File: config.mk
export PLATFORM = sky130hd
export DESIGN_NAME = tlb_refill_ctrl_flat
export DESIGN_NICKNAME = d
export VERILOG_FILES = /design/src/rtl/tlb_pkg.sv /design/src/rtl/tlb_refill_ctrl_if.sv /design/src/rtl/tlb_free_way_enc.sv /design/src/rtl/tlb_refill_ctrl.sv /design/src/flat_wrapper.sv
export SDC_FILE = /design/constraint.sdc
export NUM_CORES = 1
export LEC_CHECK = 0
export CAP_MARGIN = 15
export CORE_MARGIN = 3
export CORE_UTILIZATION = 34
export DETAILED_ROUTE_END_ITERATION = 10
export GPL_ROUTABILITY_DRIVEN = 0
export GPL_TIMING_DRIVEN = 1
export PLACE_DENSITY = 0.85
export SYNTH_ARGS = -nofsm -noshare
export SYNTH_HDL_FRONTEND = slang
export SYNTH_HIERARCHICAL = 1
export SYNTH_SLANG_ARGS = --single-unit
File: constraint.sdc
create_clock -name clk -period 1.5 [get_ports clk]
set_input_delay 0.3 -clock clk [delete_from_list [all_inputs] [get_ports clk]]
set_output_delay 0.3 -clock clk [all_outputs]
set_load 0.02 [all_outputs]
File: src/rtl/tlb_pkg.sv
// Shared sizes and FSM state encodings for the TLB refill controller.
package tlb_pkg;

  localparam int unsigned NUM_WAYS = 32;
  localparam int unsigned WAY_W    = 5;
  localparam int unsigned VPN_W    = 27;
  localparam int unsigned PPN_W    = 44;
  localparam int unsigned PERM_W   = 8;

  typedef enum logic [2:0] {
    StIdle  = 3'd0,
    StReq   = 3'd1,
    StWait  = 3'd2,
    StWrite = 3'd3,
    StDone  = 3'd4,
    StDrain = 3'd5
  } tlb_state_e;

endpackage

File: src/rtl/tlb_refill_ctrl_if.sv
// Bundle of miss, page-walk, TLB-write and completion signals around the refill controller.
interface tlb_refill_ctrl_if;
  import tlb_pkg::*;

  logic                flush;
  logic                miss_valid;
  logic [VPN_W-1:0]    miss_vpn;
  logic                miss_ready;
  logic                ptw_req_valid;
  logic [VPN_W-1:0]    ptw_req_vpn;
  logic                ptw_req_ready;
  logic                ptw_resp_valid;
  logic [PPN_W-1:0]    ptw_resp_ppn;
  logic [PERM_W-1:0]   ptw_resp_perm;
  logic                ptw_resp_fault;
  logic [NUM_WAYS-1:0] entry_valid;
  logic [WAY_W-1:0]    lru_way;
  logic                wr_en;
  logic [WAY_W-1:0]    wr_way;
  logic [VPN_W-1:0]    wr_vpn;
  logic [PPN_W-1:0]    wr_ppn;
  logic [PERM_W-1:0]   wr_perm;
  logic                plru_write_access;
  logic [WAY_W-1:0]    plru_write_way;
  logic                done_valid;
  logic                done_fault;

  // Controller side
  modport master (
    input  flush, miss_valid, miss_vpn, ptw_req_ready,
    input  ptw_resp_valid, ptw_resp_ppn, ptw_resp_perm, ptw_resp_fault,
    input  entry_valid, lru_way,
    output miss_ready, ptw_req_valid, ptw_req_vpn,
    output wr_en, wr_way, wr_vpn, wr_ppn, wr_perm,
    output plru_write_access, plru_write_way, done_valid, done_fault
  );

  // Surrounding TLB / walker side
  modport slave (
    output flush, miss_valid, miss_vpn, ptw_req_ready,
    output ptw_resp_valid, ptw_resp_ppn, ptw_resp_perm, ptw_resp_fault,
    output entry_valid, lru_way,
    input  miss_ready, ptw_req_valid, ptw_req_vpn,
    input  wr_en, wr_way, wr_vpn, wr_ppn, wr_perm,
    input  plru_write_access, plru_write_way, done_valid, done_fault
  );

endinterface

File: src/rtl/tlb_free_way_enc.sv
// Lowest-index invalid entry finder: returns the first way whose valid bit is 0.
module tlb_free_way_enc
  import tlb_pkg::*;
(
  input  logic [NUM_WAYS-1:0] i_entry_valid,
  output logic [WAY_W-1:0]    o_way,
  output logic                o_found
);

  // Scan from the top down so the lowest clear bit is the last one written
  always_comb begin
    o_way   = '0;
    o_found = 1'b0;
    for (int i = NUM_WAYS - 1; i >= 0; i--) begin
      if (!i_entry_valid[i]) begin
        o_way   = WAY_W'(i);
        o_found = 1'b1;
      end
    end
  end

endmodule

File: src/rtl/tlb_refill_ctrl.sv
// TLB refill controller: accepts one miss, requests a page walk, writes the
// result into a free (or PLRU victim) way and pulses completion.
module tlb_refill_ctrl
  import tlb_pkg::*;
(
  input  logic              clk,
  input  logic              rst,
  tlb_refill_ctrl_if.master io_bus
);

  tlb_state_e        r_state;
  tlb_state_e        w_state_next;
  logic [VPN_W-1:0]  r_vpn;
  logic [PPN_W-1:0]  r_ppn;
  logic [PERM_W-1:0] r_perm;
  logic              r_fault;
  logic [WAY_W-1:0]  r_way;

  logic              w_latch_vpn;
  logic              w_latch_resp;
  logic              w_latch_way;
  logic [WAY_W-1:0]  w_free_way;
  logic              w_free_found;

  tlb_free_way_enc u_free_way_enc (
    .i_entry_valid (io_bus.entry_valid),
    .o_way         (w_free_way),
    .o_found       (w_free_found)
  );

  // State and latched transaction registers
  always_ff @(posedge clk) begin
    if (rst) begin
      r_state <= StIdle;
      r_vpn   <= '0;
      r_ppn   <= '0;
      r_perm  <= '0;
      r_fault <= 1'b0;
      r_way   <= '0;
    end else begin
      r_state <= w_state_next;
      if (w_latch_vpn) begin
        r_vpn <= io_bus.miss_vpn;
      end
      if (w_latch_resp) begin
        r_ppn   <= io_bus.ptw_resp_ppn;
        r_perm  <= io_bus.ptw_resp_perm;
        r_fault <= io_bus.ptw_resp_fault;
      end
      if (w_latch_way) begin
        r_way <= w_free_found ? w_free_way : io_bus.lru_way;
      end
    end
  end

  // Next-state and latch-enable decode
  always_comb begin
    w_state_next = r_state;
    w_latch_vpn  = 1'b0;
    w_latch_resp = 1'b0;
    w_latch_way  = 1'b0;
    unique case (r_state)
      StIdle: begin
        if (io_bus.miss_valid && !io_bus.flush) begin
          w_latch_vpn  = 1'b1;
          w_state_next = StReq;
        end
      end
      StReq: begin
        // A request already handed to the walker must have its response drained
        if (io_bus.ptw_req_ready) begin
          w_state_next = io_bus.flush ? StDrain : StWait;
        end else if (io_bus.flush) begin
          w_state_next = StIdle;
        end
      end
      StWait: begin
        if (io_bus.ptw_resp_valid) begin
          if (io_bus.flush) begin
            w_state_next = StIdle;
          end else begin
            w_latch_resp = 1'b1;
            w_latch_way  = !io_bus.ptw_resp_fault;
            w_state_next = io_bus.ptw_resp_fault ? StDone : StWrite;
          end
        end else if (io_bus.flush) begin
          w_state_next = StDrain;
        end
      end
      // Flush is ignored once the write is committed
      StWrite: w_state_next = StDone;
      StDone:  w_state_next = StIdle;
      StDrain: begin
        if (io_bus.ptw_resp_valid) begin
          w_state_next = StIdle;
        end
      end
      default: w_state_next = StIdle;
    endcase
  end

  // Strobes decode straight from the state register; data comes from latched registers
  assign io_bus.miss_ready        = (r_state == StIdle);
  assign io_bus.ptw_req_valid     = (r_state == StReq);
  assign io_bus.ptw_req_vpn       = r_vpn;
  assign io_bus.wr_en             = (r_state == StWrite);
  assign io_bus.wr_way            = r_way;
  assign io_bus.wr_vpn            = r_vpn;
  assign io_bus.wr_ppn            = r_ppn;
  assign io_bus.wr_perm           = r_perm;
  assign io_bus.plru_write_access = (r_state == StWrite);
  assign io_bus.plru_write_way    = r_way;
  assign io_bus.done_valid        = (r_state == StDone);
  assign io_bus.done_fault        = (r_state == StDone) && r_fault;

endmodule

File: src/flat_wrapper.sv
// flat-port wrapper written by rule: the top's interface ports become plain ports
module tlb_refill_ctrl_flat import tlb_pkg::*;
  (clk, rst, io_bus_flush, io_bus_miss_valid, io_bus_miss_vpn, io_bus_ptw_req_ready, io_bus_ptw_resp_valid, io_bus_ptw_resp_ppn, io_bus_ptw_resp_perm, io_bus_ptw_resp_fault, io_bus_entry_valid, io_bus_lru_way, io_bus_miss_ready, io_bus_ptw_req_valid, io_bus_ptw_req_vpn, io_bus_wr_en, io_bus_wr_way, io_bus_wr_vpn, io_bus_wr_ppn, io_bus_wr_perm, io_bus_plru_write_access, io_bus_plru_write_way, io_bus_done_valid, io_bus_done_fault);
  tlb_refill_ctrl_if io_bus_i ();
  input  logic clk;
  input  logic rst;
  input wire logic [$bits(io_bus_i.flush)-1:0] io_bus_flush;
  input wire logic [$bits(io_bus_i.miss_valid)-1:0] io_bus_miss_valid;
  input wire logic [$bits(io_bus_i.miss_vpn)-1:0] io_bus_miss_vpn;
  input wire logic [$bits(io_bus_i.ptw_req_ready)-1:0] io_bus_ptw_req_ready;
  input wire logic [$bits(io_bus_i.ptw_resp_valid)-1:0] io_bus_ptw_resp_valid;
  input wire logic [$bits(io_bus_i.ptw_resp_ppn)-1:0] io_bus_ptw_resp_ppn;
  input wire logic [$bits(io_bus_i.ptw_resp_perm)-1:0] io_bus_ptw_resp_perm;
  input wire logic [$bits(io_bus_i.ptw_resp_fault)-1:0] io_bus_ptw_resp_fault;
  input wire logic [$bits(io_bus_i.entry_valid)-1:0] io_bus_entry_valid;
  input wire logic [$bits(io_bus_i.lru_way)-1:0] io_bus_lru_way;
  output wire logic [$bits(io_bus_i.miss_ready)-1:0] io_bus_miss_ready;
  output wire logic [$bits(io_bus_i.ptw_req_valid)-1:0] io_bus_ptw_req_valid;
  output wire logic [$bits(io_bus_i.ptw_req_vpn)-1:0] io_bus_ptw_req_vpn;
  output wire logic [$bits(io_bus_i.wr_en)-1:0] io_bus_wr_en;
  output wire logic [$bits(io_bus_i.wr_way)-1:0] io_bus_wr_way;
  output wire logic [$bits(io_bus_i.wr_vpn)-1:0] io_bus_wr_vpn;
  output wire logic [$bits(io_bus_i.wr_ppn)-1:0] io_bus_wr_ppn;
  output wire logic [$bits(io_bus_i.wr_perm)-1:0] io_bus_wr_perm;
  output wire logic [$bits(io_bus_i.plru_write_access)-1:0] io_bus_plru_write_access;
  output wire logic [$bits(io_bus_i.plru_write_way)-1:0] io_bus_plru_write_way;
  output wire logic [$bits(io_bus_i.done_valid)-1:0] io_bus_done_valid;
  output wire logic [$bits(io_bus_i.done_fault)-1:0] io_bus_done_fault;
  assign io_bus_i.flush = io_bus_flush;
  assign io_bus_i.miss_valid = io_bus_miss_valid;
  assign io_bus_i.miss_vpn = io_bus_miss_vpn;
  assign io_bus_i.ptw_req_ready = io_bus_ptw_req_ready;
  assign io_bus_i.ptw_resp_valid = io_bus_ptw_resp_valid;
  assign io_bus_i.ptw_resp_ppn = io_bus_ptw_resp_ppn;
  assign io_bus_i.ptw_resp_perm = io_bus_ptw_resp_perm;
  assign io_bus_i.ptw_resp_fault = io_bus_ptw_resp_fault;
  assign io_bus_i.entry_valid = io_bus_entry_valid;
  assign io_bus_i.lru_way = io_bus_lru_way;
  assign io_bus_miss_ready = io_bus_i.miss_ready;
  assign io_bus_ptw_req_valid = io_bus_i.ptw_req_valid;
  assign io_bus_ptw_req_vpn = io_bus_i.ptw_req_vpn;
  assign io_bus_wr_en = io_bus_i.wr_en;
  assign io_bus_wr_way = io_bus_i.wr_way;
  assign io_bus_wr_vpn = io_bus_i.wr_vpn;
  assign io_bus_wr_ppn = io_bus_i.wr_ppn;
  assign io_bus_wr_perm = io_bus_i.wr_perm;
  assign io_bus_plru_write_access = io_bus_i.plru_write_access;
  assign io_bus_plru_write_way = io_bus_i.plru_write_way;
  assign io_bus_done_valid = io_bus_i.done_valid;
  assign io_bus_done_fault = io_bus_i.done_fault;
  tlb_refill_ctrl u_core (.clk(clk), .rst(rst), .io_bus(io_bus_i));
endmodule
Yosys cells after proc, flatten, opt, wreduce, memory -nomap -nowiden --
Index checks and enable logic that the tools add are counted.
Word-level totals: bits of input ports 123, register bits 88, output and inout port bits 122, memories 0, RAM bits 0, latch bits 0, memory bits (read-only) 0, word-level logic and storage cells 104
Operators by class: eq/ne operators 9, shift operators 0, multiplexer cells 83, add/sub/neg operators 0, reduce and logical (&&, ||, !) cells 6, div/mod/pow operators 0, multipliers 0, $lt $le $gt $ge 0, bitwise logic cells 0
Operators with widths (count):
- 2-to-1 mux 5 bit | 33
- 2-to-1 mux 1 bit | 40
- 2-to-1 mux 3 bit | 9
- case mux 3 bit (5 select lines) | 1
- == test 3 x 2 -> 1 bit, second input constant | 2
- == test 3 bit, second input constant | 2
- != test 3 bit, second input constant | 2
- AND reduction 4 bit | 1
- == test 3 x 1 -> 1 bit, second input constant | 1
- zero test 3 bit | 1
- logical AND 1 bit | 2
- zero test 1 bit | 2
- != test 2 x 1 -> 1 bit, second input constant | 1
- != test 2 bit, second input constant | 1

Logic depth before layout (Yosys ltp) --
depth in word-level cells 33, mapped depth 7, mapped depth without buffers 7

Hierarchy --
The synthesis kept the hierarchy.
Modules (own cells, without submodules):
- tlb_refill_ctrl | cells each 448, sequential area each 1761.7 um^2, instances 1, area an instance 3583.4 um^2
- tlb_free_way_enc | cells each 66, sequential area each 0.0 um^2, instances 1, area an instance 392.9 um^2

Least setup slack after synthesis --
No wires, ideal clock.
kind reg2out, start point register u_core.r_state[0], end point output io_bus_done_fault, data arrival time 1.462 ns, data required time 1.200 ns, buffers on the path 1, stages on the path, launching flop included 4, path slack -0.262 ns, cell sequence dfxtp_1 -> buf_4 -> nor3b_1 -> and2_1
Between the ends: cells in the longest elaborated chain, start to end 2
Ends and longest elaborated chain:
- start, declared | line tlb_refill_ctrl.sv:11 | tlb_state_e r_state;
- start signal, assigned | line tlb_refill_ctrl.sv:34 | r_state <= StIdle;
- start signal, assigned | line tlb_refill_ctrl.sv:41 | r_state <= w_state_next;
- == test 3 bit
- named net io_bus_done_valid | line flat_wrapper.sv:27 | output wire logic [$bits(io_bus_i.done_valid)-1:0] io_bus_done_valid;
- logical AND 1 bit | line tlb_refill_ctrl.sv:114 | assign io_bus.done_fault = (r_state == StDone) && r_fault;
- end, declared | line flat_wrapper.sv:28 | output wire logic [$bits(io_bus_i.done_fault)-1:0] io_bus_done_fault;
The timed path passes the listed nets, and every way through them passes these cells.

Final worst setup path --
start point register u_core.r_state[0], end point register u_core.r_vpn[1], in the netlist u_core/io_bus.ptw_req_vpn[1]
Between the ends: cells in the longest elaborated chain, start to end 2
Ends and longest elaborated chain:
- zero test 3 bit | line tlb_refill_ctrl.sv:62 | unique case (r_state)
- 2-to-1 mux 1 bit | line tlb_refill_ctrl.sv:62
- end signal, assigned | line tlb_refill_ctrl.sv:43 | r_vpn <= io_bus.miss_vpn;
- end, declared | line tlb_refill_ctrl.sv:13 | logic [VPN_W-1:0] r_vpn;
Every way passes these cells. A chain may end at the register's enable or synchronous reset.

==> results.ini <==
[global_route]
grt_pass1_vias = 4671
grt-ovfl-total = 0
track_usage = 0.229
grt_pass1_wl_um = 23800
grt_max_degree = 52
antenna_found_initial = 0

[synthesis]
post_synth_and_or_nand_nor_area_fraction = 0.261
synth_nets = 637
synth_compound_area_frac = 0.163
netlist_area_sq_um = 3980
synth_common_cells = 175 x nand2_1, 89 x a21oi_1, 88 x dfxtp_1
synth.top_cell.area_share = 0.443
synthDistinctLibCells = 39
syn_avg_cell_area_sq_um = 7.74
synth_top_flop_cell = dfxtp_1
yosysWarningCount = 6
synth_xor_area_frac = 0
synth_seq_cells = 88
syn_inst = 514
synth-edff-count = 0
yosysTopAreaCell = dfxtp_1
yosysMostFrequentCell = nand2_1
ys_seq_area_frac = 0.443
synth_mux_area_frac = 0.0151
synth_area_leaders = dfxtp_1 44%, nand2_1 17%, a21oi_1 11%, buf_4 6.8%, buf_6 2.5%
yosys.area_share.adder = 0
async_flop_share = 0
synth_top_family_by_area = simple AND/OR/NAND/NOR gates

[routing]
drt-vias-per-instance = 5.11
ant_nets = 0
wl_per_cell_um = 18.4
drtIter0Drc = 341
vias = 4772
first_pass_iters = 5
drc_errors = 0
routed_wl_um = 17100

[finish]
post-route-util = 0.692
drive_gt1_frac = 0.287
diodes = 0
final_cells = 934
stdcell_area_sq_um = 7700
syn_to_final_growth_pct = 93.7
nets = 912

[sta]
worst_pin_slew_ns = 0.652
maxSlewHeadroom = 0.565
setup_slack_ns = -0.0824
fmax_ghz = 0.632
skew_ns = 0.00836
post-route-period-util = 1.05
rsz0062_at_grt = true
setup_viol = 81
hold_viol_final = 0
slew_violations = 0
final.min_clock_period_ns = 1.58

[placement]
dp_cells = 888
dp_hpwl_um = 11000
numPortBuffers = 244
place_area_sq_um = 6640

[power]
internal_power_mw = 4.78
p_switching_mw = 1.98
p_comb_frac = 0.279
swShare = 0.293
leakage_nw = 3.43
pwr-share-clk = 0.345
seq_power_share = 0.377
vdd_drop_max_v = 0.000763
p_per_area_nw_per_um2 = 877

[floorplanning]
die-area_sq_um = 13000
die_x_um = 114
fp.dieH_um = 114
rows = 38
fp.coreArea_sq_um = 11100
io_pins = 245
initial_core_util = 0.357

[cts]
clkLatencyLatePin_ns = 0.34
root_buffer = clkbuf_16
cts_tree = done
clock_path_buffers = 2
cts_hold_buf = 0
htreeDepth = 3
numCtsBuffers = 9
cts_num_sinks = 88
clk_pin_slew_worst_paths_ns = 0.06

[critical_path]
crit_fanout = 13
r2r-start = u_core/r_state[0]
r2r_cells = 8
crit_arrival_ns = 1.85
path_cells = buf_6 > nor3_4 > buf_6 > buf_4 > and3_4 > clkbuf_16 > nand2_1 > a21oi_2
end_kind = flop
path_class = reg -> reg
r2r_slack_ns = -0.08
cp_num_buf_inv = 4
critPathMaxStageDelay_ns = 0.36
r2r-end = u_core/io_bus.ptw_req_vpn[1]
slowest_stage = dfxtp_4
cp_common_cell = buf_6
crit_path_start_kind = flop
crit_family = buffers and inverters
startpoint = u_core/r_state[0]
required_ns = 1.77

[min_path]
min_path_cells = 3
hold_start = rst
min_to = u_core/r_state[2]
hp-class = in -> reg

[status]
violations = negative setup slack
status = finished with violations

[flow_run]
cap_violations = 0

==> power by group through the flow <==
| stage | clock (mW) | sequential, mW | combinational, mW |
|---|---|---|---|
| after global routing | 2.46 | 2.56 | 2.00 |
| final | 2.33 | 2.55 | 1.88 |
| after detailed placement | 0 | 2.58 | 1.68 |
| after global placement | 0 | 2.57 | 1.64 |
| after CTS | 2.36 | 2.53 | 1.68 |
| after floorplan | 0 | 2.68 | 0.702 |
==> cells by family (layout without fill, tap and decap cells) <==
family          Yosys count  count (layout)
mux                       6               6
simple gates            231             231
buf+inv                  71             351
compound gates          118             118
flops                    88              88
==> worst max path at each step <==
stage,to,slack [ns],cells past startpoint
floorplan,io_bus_done_fault,-0.02,3
CTS,u_core/io_bus.wr_ppn[28],-0.10,8
global route,u_core/io_bus.ptw_req_vpn[8],-0.14,8
global placement,u_core/io_bus.plru_write_way[0],-0.65,7
detailed placement,u_core/io_bus.plru_write_way[0],-0.79,7
finish,u_core/io_bus.ptw_req_vpn[1],-0.08,8
==> through the flow <==
step                power [mW]  worst slack (ns)  hold slack (ns)  setup TNS [ns]
floorplan                 3.38           -0.0208            0.432         -0.0292
global placement          4.21            -0.650            0.442          -24.49
detailed placement        4.26            -0.785            0.449          -28.53
CTS                       6.57            -0.104            0.356           -3.62
global route              7.02            -0.142            0.355           -7.72
finish                    6.76           -0.0824            0.343           -2.38
==> repair_timing <==
action / in CTS / in global routing
setup endpoints to repair: 136 / 92
pin swaps: 18 / 48
hold endpoints to repair: 0 / 0
buffers inserted: 15 / 6
gates cloned: 4 / 7
resized for setup: 223 / 145
==> flip-flops by register name (all words and copies together), names as in the netlist <==
register / cells
u_core/io_bus.wr_ppn: 44
u_core/r_fault: 1
u_core/r_state: 3
u_core/io_bus.ptw_req_vpn: 27
u_core/io_bus.plru_write_way: 5
u_core/io_bus.wr_perm: 8
==> per-layer routing <==
layer  global-route usage  vias to the layer above  share of wire
met2                0.422                      255           0.52
met3               0.0814                       49           0.10
met5                    0                        -              0
li1                     -                     2232              -
met1                0.238                     2236           0.34
met4               0.0879                        0          0.037
==> layout make-up <==
| cell class | instances | area, sq um |
|---|---|---|
| sequential | 88 | 1770 |
| clock inverter | 4 | 51.3 |
| timing repair buffer | 328 | 3160 |
| tap | 140 | 175 |
| inverter | 7 | 26.3 |
| clock buffer | 12 | 256 |
| multi-input combinational | 355 | 2260 |
| fill | 839 | 3420 |
==> worst register-to-register path, stage by stage (launching register included) <==
cell,delay [ns]
dfxtp_4,0.36
buf_6,0.12
nor3_4,0.19
buf_6,0.13
buf_4,0.10
and3_4,0.23
clkbuf_16,0.18
nand2_1,0.08
a21oi_2,0.14
==> layout by cell type, fill, tap and decap left out, drive strengths merged, types with 2 or more instances in the layout <==
master / n
a21oi: 89
nor3: 4
clkdlybuf4s50: 88
nor3b: 4
nand4: 9
or3: 2
nand2: 175
nand3b: 2
mux2i: 6
dfxtp: 88
a31oi: 4
clkdlybuf4s15: 2
o21ai: 10
inv: 8
nand3: 8
clkbuf: 19
dlygate4sd2: 140
nand2b: 4
a211oi: 6
buf: 91
o2111ai: 2
nor2: 15
Note: power is estimated with default switching activity, not from simulation.
